File: config.mk
export PLATFORM = sky130hd
export DESIGN_NAME = instr_mem_loader
export DESIGN_NICKNAME = d
export VERILOG_FILES = /design/src/rtl/instr_mem_loader.sv
export SDC_FILE = /design/constraint.sdc
export NUM_CORES = 1
export LEC_CHECK = 0
export ABC_CLOCK_PERIOD_IN_PS = 3800
export CORE_UTILIZATION = 55
export CTS_CLUSTER_DIAMETER = 80
export DETAILED_ROUTE_END_ITERATION = 8
export GPL_TIMING_DRIVEN = 0
export PLACE_DENSITY = 0.77
export SLEW_MARGIN = 25
export SYNTH_ARGS = -nofsm -noshare
export SYNTH_HDL_FRONTEND = slang
export SYNTH_SLANG_ARGS = --single-unit
export TNS_END_PERCENT = 10
File: constraint.sdc
create_clock -name clk -period 3.8 [get_ports clk]
set_clock_uncertainty 0.2 [all_clocks]
set_input_delay 1.14 -clock clk [delete_from_list [all_inputs] [get_ports clk]]
set_output_delay 1.14 -clock clk [all_outputs]
set_load 0.01 [all_outputs]
File: src/rtl/instr_mem_loader.sv
// -----------------------------------------------------------------------------
// instr_mem_loader
//   Synchronous instruction memory (2**ADDR_W x DATA_W) with a word-by-word
//   program loader and a one-cycle, stall-aware fetch port.
//
//   Optional feature macro: IMEM_BOOT_CLEAR_EN
//     defined   - reset enters CLEAR and fills every word with NOP_WORD
//     undefined - reset goes straight to IDLE, memory keeps its contents
//
//   Ports
//     clk          single clock, posedge
//     rst          synchronous active-high reset
//     fetch_req    fetch request from the core (honoured only in RUN)
//     pc_in        fetch address, sampled with fetch_req
//     stall        holds data_out / data_valid
//     data_out     registered fetched instruction
//     data_valid   data_out holds a fresh fetch result
//     load_start   pulse; (re)starts loading at address 0
//     load_valid   load_data is valid this cycle
//     load_data    word to write
//     load_last    marks the final word (qualified by load_valid)
//     load_done    one-cycle pulse after the final load write
//     busy         high in CLEAR and LOAD
//     ready        high in RUN
// -----------------------------------------------------------------------------
module instr_mem_loader #(
  parameter int unsigned       DATA_W   = 16,
  parameter int unsigned       ADDR_W   = 6,
  parameter logic [DATA_W-1:0] NOP_WORD = {DATA_W{1'b0}}
) (
  input  logic              clk,
  input  logic              rst,
  input  logic              fetch_req,
  input  logic [ADDR_W-1:0] pc_in,
  input  logic              stall,
  output logic [DATA_W-1:0] data_out,
  output logic              data_valid,
  input  logic              load_start,
  input  logic              load_valid,
  input  logic [DATA_W-1:0] load_data,
  input  logic              load_last,
  output logic              load_done,
  output logic              busy,
  output logic              ready
);

  // state    | meaning
  // ST_CLEAR | boot clear: write NOP_WORD to every address, one per cycle
  // ST_IDLE  | no program present; fetches ignored
  // ST_LOAD  | host writes words at load_addr, one per load_valid
  // ST_RUN   | program present; fetches honoured
  typedef enum logic [1:0] {
    ST_CLEAR = 2'd0,
    ST_IDLE  = 2'd1,
    ST_LOAD  = 2'd2,
    ST_RUN   = 2'd3
  } state_e;

  localparam int unsigned DEPTH = 2 ** ADDR_W;

`ifdef IMEM_BOOT_CLEAR_EN
  localparam state_e RESET_STATE = ST_CLEAR;
`else
  localparam state_e RESET_STATE = ST_IDLE;
`endif

  state_e              state_q, state_d;
  logic [ADDR_W-1:0]   load_addr_q, load_addr_d;
  logic [DATA_W-1:0]   data_out_q, data_out_d;
  logic                data_valid_q, data_valid_d;
  logic                load_done_q, load_done_d;

  logic [DATA_W-1:0]   mem_q [DEPTH];
  logic                mem_we;
  logic [ADDR_W-1:0]   mem_waddr;
  logic [DATA_W-1:0]   mem_wdata;

  logic                addr_last;

  // load_addr doubles as the clear pointer, so the same terminal compare ends
  // both the clear sweep and a load that fills the whole memory.
  assign addr_last = (load_addr_q == {ADDR_W{1'b1}});

  // State register
  always_ff @(posedge clk) begin
    if (rst) begin
      state_q <= RESET_STATE;
    end else begin
      state_q <= state_d;
    end
  end

  // Next-state logic
  always_comb begin
    state_d = state_q;
    case (state_q)
`ifdef IMEM_BOOT_CLEAR_EN
      ST_CLEAR: begin
        // load_start deliberately ignored until the sweep finishes
        if (addr_last) state_d = ST_IDLE;
      end
`endif
      ST_IDLE: begin
        if (load_start) state_d = ST_LOAD;
      end
      ST_LOAD: begin
        if (load_start) begin
          state_d = ST_LOAD;
        end else if (load_valid && (load_last || addr_last)) begin
          state_d = ST_RUN;
        end
      end
      ST_RUN: begin
        if (load_start) state_d = ST_LOAD;
      end
      default: state_d = ST_IDLE;
    endcase
  end

  // Output / datapath logic
  always_comb begin
    busy         = 1'b0;
    ready        = 1'b0;
    load_addr_d  = load_addr_q;
    data_out_d   = data_out_q;
    data_valid_d = 1'b0;
    load_done_d  = 1'b0;
    mem_we       = 1'b0;
    mem_waddr    = load_addr_q;
    mem_wdata    = (state_q == ST_CLEAR) ? NOP_WORD : load_data;

    case (state_q)
`ifdef IMEM_BOOT_CLEAR_EN
      ST_CLEAR: begin
        busy        = 1'b1;
        mem_we      = 1'b1;
        load_addr_d = load_addr_q + ADDR_W'(1);  // wraps to 0 for the load
      end
`endif
      ST_IDLE: begin
        if (load_start) load_addr_d = '0;
      end
      ST_LOAD: begin
        busy = 1'b1;
        // A restart takes priority and drops a coincident write.
        if (load_start) begin
          load_addr_d = '0;
        end else if (load_valid) begin
          mem_we      = 1'b1;
          load_addr_d = load_addr_q + ADDR_W'(1);
          load_done_d = load_last || addr_last;
        end
      end
      ST_RUN: begin
        ready = 1'b1;
        if (load_start) begin
          load_addr_d = '0;
        end else if (stall) begin
          data_valid_d = data_valid_q;
        end else if (fetch_req) begin
          data_out_d   = mem_q[pc_in];
          data_valid_d = 1'b1;
        end
      end
      default: ;
    endcase
  end

  always_ff @(posedge clk) begin
    if (rst) begin
      load_addr_q  <= '0;
      data_out_q   <= '0;
      data_valid_q <= 1'b0;
      load_done_q  <= 1'b0;
    end else begin
      load_addr_q  <= load_addr_d;
      data_out_q   <= data_out_d;
      data_valid_q <= data_valid_d;
      load_done_q  <= load_done_d;
    end
  end

  // Storage has no reset; rst only blocks writes so it overrides a
  // coincident load_valid.
  always_ff @(posedge clk) begin
    if (mem_we && !rst) begin
      mem_q[mem_waddr] <= mem_wdata;
    end
  end

  assign data_out   = data_out_q;
  assign data_valid = data_valid_q;
  assign load_done  = load_done_q;

endmodule
# --- Word level (Yosys, flattened, before mapping) ---
# Memories as Yosys holds them, arrays and structs flattened. A register that Yosys moved wholly into a read port is not among the register bits.
# Index checks and enable logic that the tools add are counted.
totals:
  reg_bits: 10
  ramBits: 1024
  input_bits: 29
  out_inout_bits: 20
  elab_cells: 47
  memories: 1
op_classes:
  add_sub_neg: 1
  n_eq_ne: 7
  mux: 17
  bitwise_logic: 5
  reduce_logical: 12
memory_table:
  columns: ["memory", "words", "width", "read_ports", "rd_clocked_by_memory_dff", "wr", "line", "rtl"]
  rows:
  - ["mem_q", 64, 16, 1, 1, 1, "73", "logic [DATA_W-1:0] mem_q [DEPTH];"]
ops:
  columns: ["operator", "n"]
  rows:
  - ["$mux W6", 3]
  - ["$mux W16", 1]
  - ["$pmux W6 S2", 1]
  - ["$mux W1", 8]
  - ["$add A6 B1 Y6 const B", 1]
  - ["$eq A6 B6 Y1 const B", 1]
  - ["$mux W2", 3]
  - ["$ne A3 B3 Y1 const B", 2]
  - ["$not A1 Y1", 5]
  - ["$eq A2 B2 Y1 const B", 2]
  - ["$pmux W2 S2", 1]
  - ["$reduce_and A4 Y1", 1]
  - ["$reduce_or A4 Y1", 1]
  - ["$reduce_and A3 Y1", 1]
  - ["$reduce_or A3 Y1", 1]
  - ["$eq A2 B1 Y1 const B", 1]
  - ["$logic_and A1 B1 Y1", 2]
  - ["$logic_not A2 Y1", 1]
  - ["$ne A2 B1 Y1 const B", 1]
  - ["$reduce_and A2 Y1", 1]
  - ["$reduce_bool A2 Y1", 1]
  - ["$reduce_or A2 Y1", 1]
  - ["$logic_not A1 Y1", 1]
  - ["$logic_or A1 B1 Y1", 1]

# --- Longest topological paths before layout ---
# Gate-level depths: netlist (run 1).
depth:
  word_depth: 6
  ltp_mapped: 9

# --- Worst setup path after synthesis (run 1) ---
# OpenSTA, ideal clock, no wires.
synth_path:
  kind: "input port to flip-flop"
  start: "in load_data[0]"
  end: "mem mem_q[0][0] (data pin)"
  arrival_ps: 2737
  path_slack_ps: 349
  stages: 1
  path_cell_list: "nor2b_1"
synth_via:
  elab_chain_cells: 1
synth_rtl:
  columns: ["element", "line", "rtl"]
  rows:
  - ["start, declared", "40", "input logic [DATA_W-1:0] load_data,"]
  - ["$mux W16", "130", "mem_wdata = (state_q == ST_CLEAR) ? NOP_WORD : load_data;"]
  - ["end, declared", "73", null]
# No other way between the ends.

==> qor.log, run 1 <==
[power_and_ir_drop] reported leakage power 14.9 nW
[final_layout] share of cells above drive strength 1 0.277
[setup_path] startpoint type of the worst setup path input port
[sta] worst-margin pin slew 1.06 ns
[yosys] share of the yosys chip area belonging to registers 0.779
[yosys] summed instance area of the synthesized netlist 40100 µm²
[sta] final hold vios 0
[global_route] GR Util All Layers 0.269
[final_layout] layout overhead on the synthesized area 16.1%
[global_route] antenna violations before repair 6
[drt] via total after detailed routing 20.5k
[cts] clock tree from TritonCTS done
[yosys] area share of the largest cell type after synthesis 0.767
[yosys] top cell types by occurrence after synthesis 1024 x sky130_fd_sc_hd__edfxtp_1, 224 x sky130_fd_sc_hd__mux4_2, 97 x sky130_fd_sc_hd__mux2i_1
[drt] DR pass1 iterations 8
[min_path] Hold Path Class reg -> reg
[cts] Hold Buf Count CTS 0
[cts] TritonCTS Sinks 1050
[yosys] most common cell in the synthesized netlist sky130_fd_sc_hd__edfxtp_1
[cts] Clk Tree Root Cell sky130_fd_sc_hd__clkbuf_16
[cts] # resized after CTS 24
[run_status] outcome finished with violations
[final_layout] Post-layout nets 2119
[setup_path] critical path capture point type flip-flop
[floorplan] effective utilization at floorplan 0.558
[sta] number of failing setup endpoints in the final timing report 13
[drt] post-detailed-routing wire length 97700 µm
[job] count of max-cap constraint violations 0
[setup_path] reg-to-reg critical path startpoint state_q[1]
[setup_path] Crit Path Class in -> reg
[global_route] largest net degree at the start of global routing 40
[floorplan] width of the chip 272 µm
[place] Post-DP HPWL 64400 µm
[drt] vias per cell 6.57
[yosys] distinct cell type count of the synthesized netlist 42
[yosys] number of synthesized flops with an enable pin 1024
[cts] postcts setup bufs 0
[sta] RSZ-0062 raised after global routing true
[sta] Final Worst Setup Slack -0.260 ns
[place] I/O Buffers 45
[floorplan] Core Box Area 71900 µm²
[cts] cts bufs inserted 99
[floorplan] Cell Rows 98
[setup_path] required time of the critical path 4.12 ns
[global_route] wire length of the first global-routing pass 142000 µm
[drt] DR WL/cell 31.3 µm
[global_route] number of global-route vias before repair 21.0k
[floorplan] Top-Level Pins 49
[setup_path] signal arrival time at the worst endpoint 4.38 ns
[yosys] Synth Instances 1862
[global_route] total congestion overflow after global routing 0
[place] DP Worst Slack -1.10 ns
[yosys] Seq cells post-synth 1050
[sta] final worst path period share 1.07
[cts] number of buffers on the longest clock path 3
[sta] Final Max Tran Viols 0
[cts] Worst-Skew Late Latency 0.66 ns
[sta] minimum clock period after layout 4.06 ns
[place] global placement routability congestion 0.953
[floorplan] floorplan die area 74000 µm²
[final_layout] filler cell count in the final layout 4529
[cts] Clock Pin Slew Worst Setup and Hold Paths 0.06 ns
[setup_path] start point of the critical path pc_in[3]
[floorplan] Die Y 272 µm
[drt] violation count after the first detailed-routing iteration 3064
[setup_path] highest net fanout along the worst path 10
[sta] Max Clk Rate 246 MHz
[yosys] Synth Net Count 1892
[yosys] leading cell types by total area after synthesis sky130_fd_sc_hd__edfxtp_1 77%, sky130_fd_sc_hd__mux4_2 13%, sky130_fd_sc_hd__mux2i_1 2.4%, sky130_fd_sc_hd__dfxtp_1 1.3%, sky130_fd_sc_hd__nor2_1 0.87%
[cts] H-Tree Depth 3
[power_and_ir_drop] Worst VDD drop 0.000445 V
[yosys] prevailing post-synth register cell sky130_fd_sc_hd__edfxtp_1
[power_and_ir_drop] PD cells 508 nW/µm²
[yosys] fraction of synthesis flops using an asynchronous set or reset pin 0
[sta] Max-Slew Margin vs Limit 0.294
[min_path] Hold Crit Start data_valid
[drt] remaining design rule violation count 0
[drt] number of nets with antenna violations after routing 0
[run_status] failing checks negative setup slack
[yosys] per-instance average area after synthesis 21.5 µm²
[yosys] Synth area leader sky130_fd_sc_hd__edfxtp_1
[yosys] Yosys Warn Count 0
[final_layout] Layout Utilization 0.648
[sta] hold_ws 0.323 ns
## metrics by stage
step                area, µm²  setup TNS (ns)  instances  power, W
detailed placement      43400         -305.91       2938    0.0143
CTS                     46600           -1.50       3122    0.0237
global route            46600           -1.38       3122    0.0241
floorplan               40100               0       1862    0.0137
finish                  46600           -1.69       3124    0.0237
global placement        41800        -3076.46       2857    0.0142
## layout by cell type (no fill, tap or decap), drive strengths merged, types with 4 or more instances in the layout
master,count
a22oi,32
clkdlybuf4s50,43
clkbuf,175
dfxtp,26
mux2i,97
or2,4
a31oi,17
clkinvlp,5
a221oi,48
nand3,5
inv,6
edfxtp,1024
or4,15
bufinv,7
o21ai,47
buf,131
nand3b,4
a22o,16
clkinv,49
nand2,29
a21oi,20
nor2,93
mux4,224
nor2b,24
## power by group
part	switching, W	leakage (nW)	internal [W]
Clock	0.00426	1.52	0.00532
Combinational	0.000797	3.89	0.000475
Sequential	0.00000678	9.46	0.0128
Total	0.00507	14.9	0.0186
## sequential cells by signal, summed over array words and instances, names as in the netlist
| name | cells |
|---|---|
| data_out | 16 |
| state_q | 2 |
| mem_q | 1024 |
| data_valid | 1 |
| load_done | 1 |
| load_addr_q | 6 |
## worst max-delay path: stages
cell,delay [ns]
sky130_fd_sc_hd__clkbuf_1,0.41
sky130_fd_sc_hd__buf_2,0.46
sky130_fd_sc_hd__nor2_1,0.26
sky130_fd_sc_hd__buf_1,0.49
sky130_fd_sc_hd__a221oi_2,0.64
sky130_fd_sc_hd__a31oi_1,0.39
sky130_fd_sc_hd__or4_1,0.60
## metal layers
| metal | up-vias | routed length, µm | part of all wire | global-route usage |
|---|---|---|---|---|
| li1 | 8291 | - | - | - |
| met1 | 10700 | 35700 | 0.37 | 0.365 |
| met2 | 1326 | 48300 | 0.49 | 0.439 |
| met5 | - | 45 | 0.00046 | 0 |
| met4 | 8 | 3390 | 0.035 | 0.0943 |
| met3 | 204 | 10300 | 0.11 | 0.0526 |
## cells by family (layout without fill, tap and decap cells)
| family | count (synthesis) | after routing | share of synthesized area |
|---|---|---|---|
| other | 0 | 2 | 0 |
| adders and majority gates | 1 | 1 | 0.000312 |
| xor gates and xnor gates | 5 | 5 | 0.00109 |
| AOI/OAI and AO/OA | 184 | 184 | 0.0336 |
| muxes | 321 | 321 | 0.150 |
| DFF | 1050 | 1050 | 0.779 |
| and+or+nand+nor | 193 | 193 | 0.0234 |
| buffers and inverters | 108 | 418 | 0.0122 |
## layout make-up
| cell class | instances | area (µm²) | share of cell area |
|---|---|---|---|
| Antenna cell | 2 | 5.00 | 0.000107 |
| Tap cell | 950 | 1190 | 0.0255 |
| Timing Repair Buffer | 126 | 1770 | 0.0381 |
| Buffer | 107 | 512 | 0.0110 |
| Inverter | 1 | 3.75 | 0.0000806 |
| Clock inverter | 66 | 542 | 0.0116 |
| Sequential cell | 1050 | 31300 | 0.671 |
| Clock buffer | 118 | 2570 | 0.0552 |
| Multi-Input combinational cell | 704 | 8720 | 0.187 |
## final timing paths
| path | to | slack [ns] | cells past startpoint |
|---|---|---|---|
| max | data_out[1] | -0.26 | 7 |
| min | data_valid | 0.32 | 2 |
| max reg2reg | mem_q[35][2] | 0.52 | 5 |
| min reg2reg | data_valid | 0.32 | 2 |
No activity file was read; power rests on OpenSTA's default activity.
==> run 2, diff against run 1 <==
--- a/config.mk
+++ b/config.mk
@@ -6,12 +6,13 @@
 export NUM_CORES = 1
 export LEC_CHECK = 0
 export ABC_CLOCK_PERIOD_IN_PS = 3800
+export CORE_MARGIN = 2
 export CORE_UTILIZATION = 55
+export CTS_BUF_LIST = sky130_fd_sc_hd__clkbuf_8
 export CTS_CLUSTER_DIAMETER = 80
 export DETAILED_ROUTE_END_ITERATION = 8
 export GPL_TIMING_DRIVEN = 0
 export PLACE_DENSITY = 0.77
-export SLEW_MARGIN = 25
 export SYNTH_ARGS = -nofsm -noshare
 export SYNTH_HDL_FRONTEND = slang
 export SYNTH_SLANG_ARGS = --single-unit
==> qor.log, run 2 (synthesis results as in run 1) <==
[global_route] largest net degree at the start of global routing 45 [was 40]
[final_layout] layout overhead on the synthesized area 14.1% [was 16.1%]
[floorplan] Core Box Area 72600 µm² [was 71900 µm²]
[power_and_ir_drop] Worst VDD drop 0.000408 V [was 0.000445 V]
[place] placed instance area 42900 µm² [was 43400 µm²]
[sta] Max-Slew Margin vs Limit 0.230 [was 0.294]
[min_path] Hold Path Class reg -> reg [unchanged]
[cts] H-Tree Depth 4 [was 3]
[floorplan] floorplan die area 75100 µm² [was 74000 µm²]
[setup_path] highest net fanout along the worst path 10 [unchanged]
[drt] post-detailed-routing wire length 92900 µm [was 97700 µm]
[cts] Worst-Skew Late Latency 0.80 ns [was 0.66 ns]
[drt] violation count after the first detailed-routing iteration 2606 [was 3064]
[sta] final hold vios 0 [unchanged]
[cts] Clock Pin Slew Worst Setup and Hold Paths 0.06 ns [about the same]
[drt] number of nets with antenna violations after routing 0 [unchanged]
[drt] DR WL/cell 29.0 µm [was 31.3 µm]
[sta] Final Max Tran Viols 0 [unchanged]
[power_and_ir_drop] reported leakage power 14.7 nW [was 14.9 nW]
[place] DP Worst Slack -1.09 ns [was -1.10 ns]
[final_layout] flip-flop count of the largest register after layout 1024 [unchanged]
[final_layout] most common cell after layout, fill and taps aside sky130_fd_sc_hd__edfxtp_1 [unchanged]
[cts] Clk Tree Root Cell sky130_fd_sc_hd__clkbuf_8 [was sky130_fd_sc_hd__clkbuf_16]
[global_route] number of global-route vias before repair 20.9k [was 21.0k]
[job] count of max-cap constraint violations 0 [unchanged]
[floorplan] Die Y 274 µm [was 272 µm]
[place] total instance count after detailed placement 2918 [was 2938]
[sta] RSZ-0062 raised after global routing true [unchanged]
[sta] final worst path period share 1.03 [was 1.07]
[floorplan] width of the chip 274 µm [was 272 µm]
[place] Post-DP HPWL 60400 µm [was 64400 µm]
[place] I/O Buffers 45 [unchanged]
[global_route] wire length of the first global-routing pass 136000 µm [was 142000 µm]
[sta] hold_ws 0.354 ns [was 0.323 ns]
[sta] minimum clock period after layout 3.90 ns [was 4.06 ns]
[floorplan] Top-Level Pins 49 [unchanged]
[final_layout] Post-layout nets 2151 [was 2119]
[global_route] GR Util All Layers 0.254 [was 0.269]
[final_layout] Layout Utilization 0.631 [was 0.648]
[final_layout] commonest cells after routing, fill and taps aside 1024 x sky130_fd_sc_hd__edfxtp_1, 224 x sky130_fd_sc_hd__mux4_2, 165 x sky130_fd_sc_hd__clkbuf_8 [was 1024 x sky130_fd_sc_hd__edfxtp_1, 224 x sky130_fd_sc_hd__mux4_2, 100 x sky130_fd_sc_hd__clkbuf_16]
[setup_path] startpoint type of the worst setup path input port [unchanged]
[drt] DR pass1 iterations 7 [was 8]
[global_route] antenna violations before repair 3 [was 6]
[sta] Max Clk Rate 257 MHz [was 246 MHz]
[place] global placement routability congestion 0.923 [was 0.953]
[power_and_ir_drop] PD cells 489 nW/µm² [was 508 nW/µm²]
[drt] remaining design rule violation count 0 [unchanged]
[global_route] total congestion overflow after global routing 0 [unchanged]
[sta] number of failing setup endpoints in the final timing report 9 [was 13]
[cts] cts bufs inserted 158 [was 99]
[sta] Final Worst Setup Slack -0.0985 ns [was -0.260 ns]
[setup_path] signal arrival time at the worst endpoint 4.37 ns [was 4.38 ns]
[drt] vias per cell 6.34 [was 6.57]
[final_layout] share of cells above drive strength 1 0.274 [was 0.277]
[setup_path] Crit Path Class in -> reg [unchanged]
[setup_path] critical path capture point type flip-flop [unchanged]
[final_layout] Layout Cell Area excl Fill 45800 µm² [was 46600 µm²]
[cts] TritonCTS Sinks 1050 [unchanged]
[floorplan] effective utilization at floorplan 0.553 [was 0.558]
[cts] clock tree from TritonCTS done [unchanged]
[final_layout] register with the highest flop count mem_q [unchanged]
[final_layout] Seq. cell area 31300 µm² [unchanged]
[setup_path] required time of the critical path 4.28 ns [was 4.12 ns]
[sta] worst-margin pin slew 1.16 ns [was 1.06 ns]
[final_layout] Multi-input gate area 8670 µm² [was 8720 µm²]
[floorplan] Cell Rows 99 [was 98]
[run_status] failing checks negative setup slack [unchanged]
[final_layout] Non-Filler Instances 3201 [was 3124]
[final_layout] filler cell count in the final layout 4746 [was 4529]
[setup_path] worst reg-to-reg setup slack 0.14 ns [was 0.52 ns]
[drt] via total after detailed routing 20.3k [was 20.5k]
[cts] number of buffers on the longest clock path 3 [unchanged]
[run_status] outcome finished with violations [unchanged]
run 2: changes by cell type in the layout (fill, tap and decap cells not counted), moves of 5 or more:
cell / before / now
sky130_fd_sc_hd__clkbuf_1: 63 / 48
sky130_fd_sc_hd__buf_8: 21 / 31
sky130_fd_sc_hd__clkinv_4: 6 / 0
sky130_fd_sc_hd__nor2_2: 64 / 56
sky130_fd_sc_hd__buf_16: 13 / 1
sky130_fd_sc_hd__clkbuf_8: 0 / 165
sky130_fd_sc_hd__clkinv_1: 23 / 36
sky130_fd_sc_hd__buf_6: 36 / 7
sky130_fd_sc_hd__nor2_1: 29 / 34
sky130_fd_sc_hd__inv_1: 1 / 46
sky130_fd_sc_hd__clkbuf_16: 100 / 0
run 2: worst paths after layout:
| kind | startpoint | end | cells after the start |
|---|---|---|---|
| max | pc_in[3] | data_out[11] | 7 |
| min | data_valid | data_valid | 2 |
| max reg2reg | state_q[1] | mem_q[21][1] | 5 |
| min reg2reg | data_valid | data_valid | 2 |
run 2: per-stage QoR:
stage | setup TNS (ns) | total power (W)
floorplan | 0 | 0.0137
global placement | -3003.61 | 0.0141
detailed placement | -369.44 | 0.0142
CTS | -2.94 | 0.0225
global route | -7.13 | 0.0230
finish | -0.318 | 0.0224
run 2: power breakdown:
group | leakage, nW | total (W) | switching, W | internal (W)
sequential | 9.46 | 0.0128 | 0.00000719 | 0.0128
combinational | 3.63 | 0.00118 | 0.000763 | 0.000420
clock | 1.63 | 0.00837 | 0.00415 | 0.00422
run 2: critical path: stages:
cell and delay, ns:
sky130_fd_sc_hd__clkbuf_1 0.43, sky130_fd_sc_hd__buf_2 0.43, sky130_fd_sc_hd__clkbuf_1 0.54, sky130_fd_sc_hd__mux4_2 0.45
sky130_fd_sc_hd__o21ai_0 0.46, sky130_fd_sc_hd__a31oi_2 0.30, sky130_fd_sc_hd__or4_1 0.60
run 2: metal layers:
| layer | global-route usage | wire length, µm | vias to the layer above |
|---|---|---|---|
| met5 | 0 | 0 | - |
| met4 | 0.0975 | 3250 | 0 |
| met3 | 0.0658 | 9820 | 180 |
| met2 | 0.394 | 44600 | 1200 |
| met1 | 0.350 | 35200 | 10500 |
| li1 | - | - | 8359 |
run 2: cell type report:
cell class / instances / area share
Sequential cell: 1050 / 0.683
Multi-Input combinational cell: 704 / 0.189
Clock buffer: 165 / 0.0496
Timing Repair Buffer: 99 / 0.0286
Tap cell: 959 / 0.0262
Clock inverter: 113 / 0.0123
Buffer: 107 / 0.0109
Antenna cell: 3 / 0.000164
Inverter: 1 / 0.0000820
run 2: timing repair:
item,in CTS,in global routing
setup buffers,0,0
resized for setup,12,14
endpoints found under the setup margin,76,224
hold buffers,0,0
pin swaps,0,0
